==> src/rtl/sysid_check_master_if.sv <==
// Avalon-MM read channel between the system-ID check master and the control slave.
interface sysid_check_master_if;
  logic        avm_address;
  logic        avm_read;
  logic        avm_waitrequest;
  logic [31:0] avm_readdata;

  modport master (
    output avm_address,
    output avm_read,
    input  avm_waitrequest,
    input  avm_readdata
  );

  modport slave (
    input  avm_address,
    input  avm_read,
    output avm_waitrequest,
    output avm_readdata
  );
endinterface

==> src/rtl/sysid_check_master.sv <==
// Reads system ID (word 0) and build timestamp (word 1) over Avalon-MM and
// flags whether the loaded FPGA image matches the expected values.
module sysid_check_master #(
  parameter logic [31:0] EXPECTED_ID    = 32'd102,
  parameter logic [31:0] EXPECTED_TS    = 32'd1526570516,
  parameter int unsigned READ_LATENCY   = 0,
  parameter int unsigned TIMEOUT_CYCLES = 255,
  parameter bit          AUTO_START     = 1'b1
) (
  input  logic                       clock,
  input  logic                       reset_n,
  input  logic                       start,
  sysid_check_master_if.master       avm,
  output logic                       busy,
  output logic                       done,
  output logic [31:0]                id_value,
  output logic [31:0]                ts_value,
  output logic                       id_ok,
  output logic                       ts_ok,
  output logic                       timeout
);

  localparam int unsigned CW      = $clog2(TIMEOUT_CYCLES + 1);
  localparam logic [CW-1:0] TO_MAX  = CW'(TIMEOUT_CYCLES);
  localparam logic [CW-1:0] TO_LAST = CW'(TIMEOUT_CYCLES - 1);
  localparam logic [1:0]    LAT     = 2'(READ_LATENCY);

  typedef enum logic [2:0] {
    S_IDLE, S_RD_ID, S_WAIT_ID, S_RD_TS, S_WAIT_TS, S_DONE
  } state_t;

  state_t          r_state, w_next;
  logic [CW-1:0]   r_stall_cnt;
  logic [1:0]      r_lat_cnt;
  logic            r_auto_pend;
  logic [31:0]     r_id_value, r_ts_value;
  logic            r_id_ok, r_ts_ok, r_timeout;

  logic w_read, w_addr, w_busy, w_done;
  logic w_start, w_accept, w_cap_id, w_cap_ts, w_abort, w_in_wait;

  always_ff @(posedge clock or negedge reset_n) begin
    if (!reset_n) r_state <= S_IDLE;
    else          r_state <= w_next;
  end

  always_comb begin
    w_next    = r_state;
    w_read    = 1'b0;
    w_addr    = 1'b0;
    w_busy    = 1'b0;
    w_done    = 1'b0;
    w_start   = 1'b0;
    w_accept  = 1'b0;
    w_cap_id  = 1'b0;
    w_cap_ts  = 1'b0;
    w_abort   = 1'b0;
    w_in_wait = 1'b0;
    case (r_state)
      S_IDLE: begin
        if (start || r_auto_pend) begin
          w_start = 1'b1;
          w_next  = S_RD_ID;
        end
      end
      S_RD_ID, S_RD_TS: begin
        w_read = 1'b1;
        w_busy = 1'b1;
        w_addr = (r_state == S_RD_TS);
        if (!avm.avm_waitrequest) begin
          w_accept = 1'b1;
          if (LAT == 2'd0) begin
            w_cap_id = (r_state == S_RD_ID);
            w_cap_ts = (r_state == S_RD_TS);
            w_next   = (r_state == S_RD_ID) ? S_RD_TS : S_DONE;
          end else begin
            w_next   = (r_state == S_RD_ID) ? S_WAIT_ID : S_WAIT_TS;
          end
        end else if (r_stall_cnt == TO_LAST) begin
          // The stall that reaches the limit is the last cycle read is driven
          w_abort = 1'b1;
          w_next  = S_DONE;
        end
      end
      S_WAIT_ID, S_WAIT_TS: begin
        w_busy    = 1'b1;
        w_in_wait = 1'b1;
        w_addr    = (r_state == S_WAIT_TS);
        if (r_lat_cnt == LAT) begin
          w_cap_id = (r_state == S_WAIT_ID);
          w_cap_ts = (r_state == S_WAIT_TS);
          w_next   = (r_state == S_WAIT_ID) ? S_RD_TS : S_DONE;
        end
      end
      S_DONE: begin
        w_done = 1'b1;
        w_next = S_IDLE;
      end
      default: w_next = S_IDLE;
    endcase
  end

  always_ff @(posedge clock or negedge reset_n) begin
    if (!reset_n) begin
      r_auto_pend <= AUTO_START;
      r_stall_cnt <= '0;
      r_lat_cnt   <= '0;
    end else begin
      if (r_state == S_IDLE) r_auto_pend <= 1'b0;
      if (w_start || w_cap_id)
        r_stall_cnt <= '0;
      else if (w_read && avm.avm_waitrequest && (r_stall_cnt != TO_MAX))
        r_stall_cnt <= r_stall_cnt + 1'b1;
      if (w_accept)       r_lat_cnt <= 2'd1;
      else if (w_in_wait) r_lat_cnt <= r_lat_cnt + 2'd1;
    end
  end

  // Flags are evaluated at timestamp capture so they are valid with the done pulse
  always_ff @(posedge clock or negedge reset_n) begin
    if (!reset_n) begin
      r_id_value <= '0;
      r_ts_value <= '0;
      r_id_ok    <= 1'b0;
      r_ts_ok    <= 1'b0;
      r_timeout  <= 1'b0;
    end else begin
      if (w_start) begin
        r_id_ok   <= 1'b0;
        r_ts_ok   <= 1'b0;
        r_timeout <= 1'b0;
      end
      if (w_cap_id) r_id_value <= avm.avm_readdata;
      if (w_cap_ts) begin
        r_ts_value <= avm.avm_readdata;
        r_id_ok    <= (r_id_value == EXPECTED_ID);
        r_ts_ok    <= (avm.avm_readdata == EXPECTED_TS);
      end
      if (w_abort) r_timeout <= 1'b1;
    end
  end

  assign avm.avm_read    = w_read;
  assign avm.avm_address = w_addr;
  assign busy            = w_busy;
  assign done            = w_done;
  assign id_value        = r_id_value;
  assign ts_value        = r_ts_value;
  assign id_ok           = r_id_ok;
  assign ts_ok           = r_ts_ok;
  assign timeout         = r_timeout;

endmodule

==> src/flat_wrapper.sv <==
// flat-port wrapper written by rule: the top's interface ports become plain ports
module sysid_check_master_flat 
#(
  parameter logic [31:0] EXPECTED_ID    = 32'd102,
  parameter logic [31:0] EXPECTED_TS    = 32'd1526570516,
  parameter int unsigned READ_LATENCY   = 0,
  parameter int unsigned TIMEOUT_CYCLES = 255,
  parameter bit          AUTO_START     = 1'b1
)
  (clock, reset_n, start, busy, done, id_value, ts_value, id_ok, ts_ok, timeout, avm_avm_address, avm_avm_read, avm_avm_waitrequest, avm_avm_readdata);
  sysid_check_master_if avm_i ();
  input  logic clock;
  input  logic reset_n;
  input  logic start;
  output logic busy;
  output logic done;
  output logic [31:0] id_value;
  output logic [31:0] ts_value;
  output logic id_ok;
  output logic ts_ok;
  output logic timeout;
  output wire logic [$bits(avm_i.avm_address)-1:0] avm_avm_address;
  output wire logic [$bits(avm_i.avm_read)-1:0] avm_avm_read;
  input wire logic [$bits(avm_i.avm_waitrequest)-1:0] avm_avm_waitrequest;
  input wire logic [$bits(avm_i.avm_readdata)-1:0] avm_avm_readdata;
  assign avm_avm_address = avm_i.avm_address;
  assign avm_avm_read = avm_i.avm_read;
  assign avm_i.avm_waitrequest = avm_avm_waitrequest;
  assign avm_i.avm_readdata = avm_avm_readdata;
  sysid_check_master #(.EXPECTED_ID(EXPECTED_ID), .EXPECTED_TS(EXPECTED_TS), .READ_LATENCY(READ_LATENCY), .TIMEOUT_CYCLES(TIMEOUT_CYCLES), .AUTO_START(AUTO_START)) u_core (.clock(clock), .reset_n(reset_n), .start(start), .avm(avm_i), .busy(busy), .done(done), .id_value(id_value), .ts_value(ts_value), .id_ok(id_ok), .ts_ok(ts_ok), .timeout(timeout));
endmodule
==> config.mk <==
export PLATFORM = sky130hd
export DESIGN_NAME = sysid_check_master_flat
export DESIGN_NICKNAME = d
export VERILOG_FILES = /design/src/rtl/sysid_check_master_if.sv /design/src/rtl/sysid_check_master.sv /design/src/flat_wrapper.sv
export SDC_FILE = /design/constraint.sdc
export NUM_CORES = 1
export LEC_CHECK = 0
export ABC_CLOCK_PERIOD_IN_PS = 5400
export BUFFER_PORTS_ARGS = -buffer_cell sky130_fd_sc_hd__clkbuf_2
export CORE_UTILIZATION = 35
export DETAILED_ROUTE_END_ITERATION = 16
export SLEW_MARGIN = 5
export SYNTH_ARGS = -nofsm -noshare
export SYNTH_HDL_FRONTEND = slang
export SYNTH_SLANG_ARGS = --single-unit
==> constraint.sdc <==
create_clock -name clock -period 5.4 [get_ports clock]
set_input_delay 0.54 -clock clock [delete_from_list [all_inputs] [get_ports clock]]
set_output_delay 0.54 -clock clock [all_outputs]
set_load 0.03 [all_outputs]
==> metrics <==
CP required=4.86 ns; Tcrit/Tclk final=0.415; final net count=409; post-CTS setup buffer count=0; Final setup viols=0; HPWL after DPL=5870 µm; Final Slew Violations=0; share of layout cells above drive strength 1=0.523; largest net degree at the start of global routing=82; RSZ-0062 raised after global routing=no; final hold violations=0; sequential-to-total area share from yosys stat=0.567; H-tree depth=3; kind of critical path=reg -> out; setup slack, reg-to-reg=3.21 ns; full die area=10600 µm²; routed len/inst=16.1 µm; I/O pin total=107; Total Routed Length=8180 µm; Clock Path Buffers=2; Max Clk Rate=447 MHz; CP Max Fanout=16; 1st-iter DRT viols=95; antenna cell count=0; routability cong.=0.796; Synth area leader=dfrtp_1; worst min-delay path category=in -> async; most common cell in the netlist=dfrtp_1; global route overflow=0; Vias/cell=4.95; cell area after synthesis=3580 µm²; total number of vias=2517; Worst Skew=0.00810 ns; CP Capture Type=primary output; CP Data Arrival Time=1.70 ns; status=complete, no violations; # DRC=0; yosys warns=0; post-cts sizing count=0; post-synthesis register bit count=81; Detail Route Antenna Nets=0; Setup WS post-layout=3.16 ns; CTS tree=yes; ys flop type=dfrtp_1; area share of the largest cell type after synthesis=0.560; clk_lat worst skew=0.35 ns; CTS Hold Bufs=0; ranking of synthesized cells by area=dfrtp_1, mux2_2, buf_6; syn nets=301; Clock Root Buffer=clkbuf_8; # port buffers=106; Initial Util=0.364; Max-cap violations=0; post-place setup slack=3.18 ns; Post-synth EDFFs=0; core footprint=9820 µm²; P_leak=2.03 nW; vias in the first global route=2466; total power draw=3.04 mW; Num CTS Buffers=9; Layout area overhead=23.6%; Commonest cells post-synth=dfrtp_1, mux2_2, a21oi_1, nand2_1; worst rel slew slack=0.321; Clock transition at path regs=0.09 ns; Power per Cell Area=688 nW/µm²; Period minus WS final=2.24 ns; Yosys cell types=43; first-pass GRT wire length=12500 µm; Setup TNS=0 ns; std cell rows=36; Gate Count Post-Synth=262; asr flop ratio synth=1.00; total track usage=0.159; die height=103 µm; CTS sink cnt=81; syn_area_per_cell=13.7 µm²; Initial DRT Pass Iterations=4; Startpoint Class=flip-flop; initial antenna violation count=0; Slew @ Worst Pin=1.02 ns; Die Wd=103 µm; maximum VDD drop=0.311 mV
## final timing paths
kind | startpoint | endpoint | depth (start not counted)
max reg2reg | u_core.r_state[2] | u_core.r_stall_cnt[0] | 5
max | u_core.r_state[2] | avm_avm_address | 3
min | reset_n | u_core.r_stall_cnt[4] | 1
min in group clock | avm_avm_readdata[9] | u_core.id_value[9] | 2
max in group asynchronous | reset_n | u_core.ts_value[26] | 1
min reg2reg | u_core.r_auto_pend | u_core.r_auto_pend | 1
## state kept, by name (all words and copies together), names as in the netlist
signal	flops
u_core.id_value	32
u_core.r_stall_cnt	8
u_core.timeout	1
u_core.id_ok	1
u_core.r_auto_pend	1
u_core.r_state	3
u_core.ts_ok	1
u_core.r_lat_cnt	2
u_core.ts_value	32
## through the flow
stage | cell area, µm² | cells | hold slack, ns | utilization
finish | 4420 | 508 | 0.357 | 0.450
global route | 4420 | 508 | 0.427 | 0.450
CTS | 4420 | 508 | 0.395 | 0.450
detailed placement | 4190 | 492 | 0.485 | 0.427
global placement | 4190 | 492 | 0.466 | 0.427
floorplan | 3580 | 262 | 0.244 | -
## cells in the final DEF, fill, tap and decap left out, types with 5 or more instances in the layout
master and instances:
a21oi_1 8, clkbuf_2 105, clkbuf_8 10, dfrtp_1 80
inv_1 7, mux2_2 62, nand2_1 8, nand3_1 7
nand4_1 5, nor2_1 7, nor4_1 5, o21ai_0 7
## cells by family (layout without fill, tap and decap cells)
group / after synthesis / in the layout / synth area share
fa+ha+maj: 3 / 3 / 0.0105
compound gates: 31 / 31 / 0.0672
mux: 65 / 65 / 0.206
xor+xnor: 3 / 3 / 0.00735
flops: 81 / 81 / 0.567
buf+inv: 18 / 131 / 0.0350
simple gates: 61 / 61 / 0.107
## cell type report
class,instances,area [µm²]
Clock buffer,10,138
Timing Repair Buffer,108,548
Multi-Input combinational cell,163,1420
Sequential cell,81,2030
Inverter,7,26.3
Fill cell,981,5400
Clock inverter,6,90.1
Tap cell,133,166
## critical path, cell delays in order (launching register included)
cell and delay (ns):
dfrtp_1 0.71, and2b_4 0.29, a22o_1 0.17, clkbuf_2 0.17
## power by group
| group | leakage, nW | internal [mW] | total (mW) | switching, mW |
|---|---|---|---|---|
| logic | 0.943 | 0.534 | 1.44 | 0.905 |
| clock network | 0.113 | 0.275 | 0.502 | 0.227 |
| registers | 0.972 | 0.880 | 1.10 | 0.219 |
## per-layer routing
layer | GRT usage | routed length [µm]
met5 | 0 | 0
met4 | 0.0488 | 102
met3 | 0.0597 | 488
met2 | 0.248 | 3900
met1 | 0.207 | 3680
Note: power is estimated with default switching activity, not from simulation.
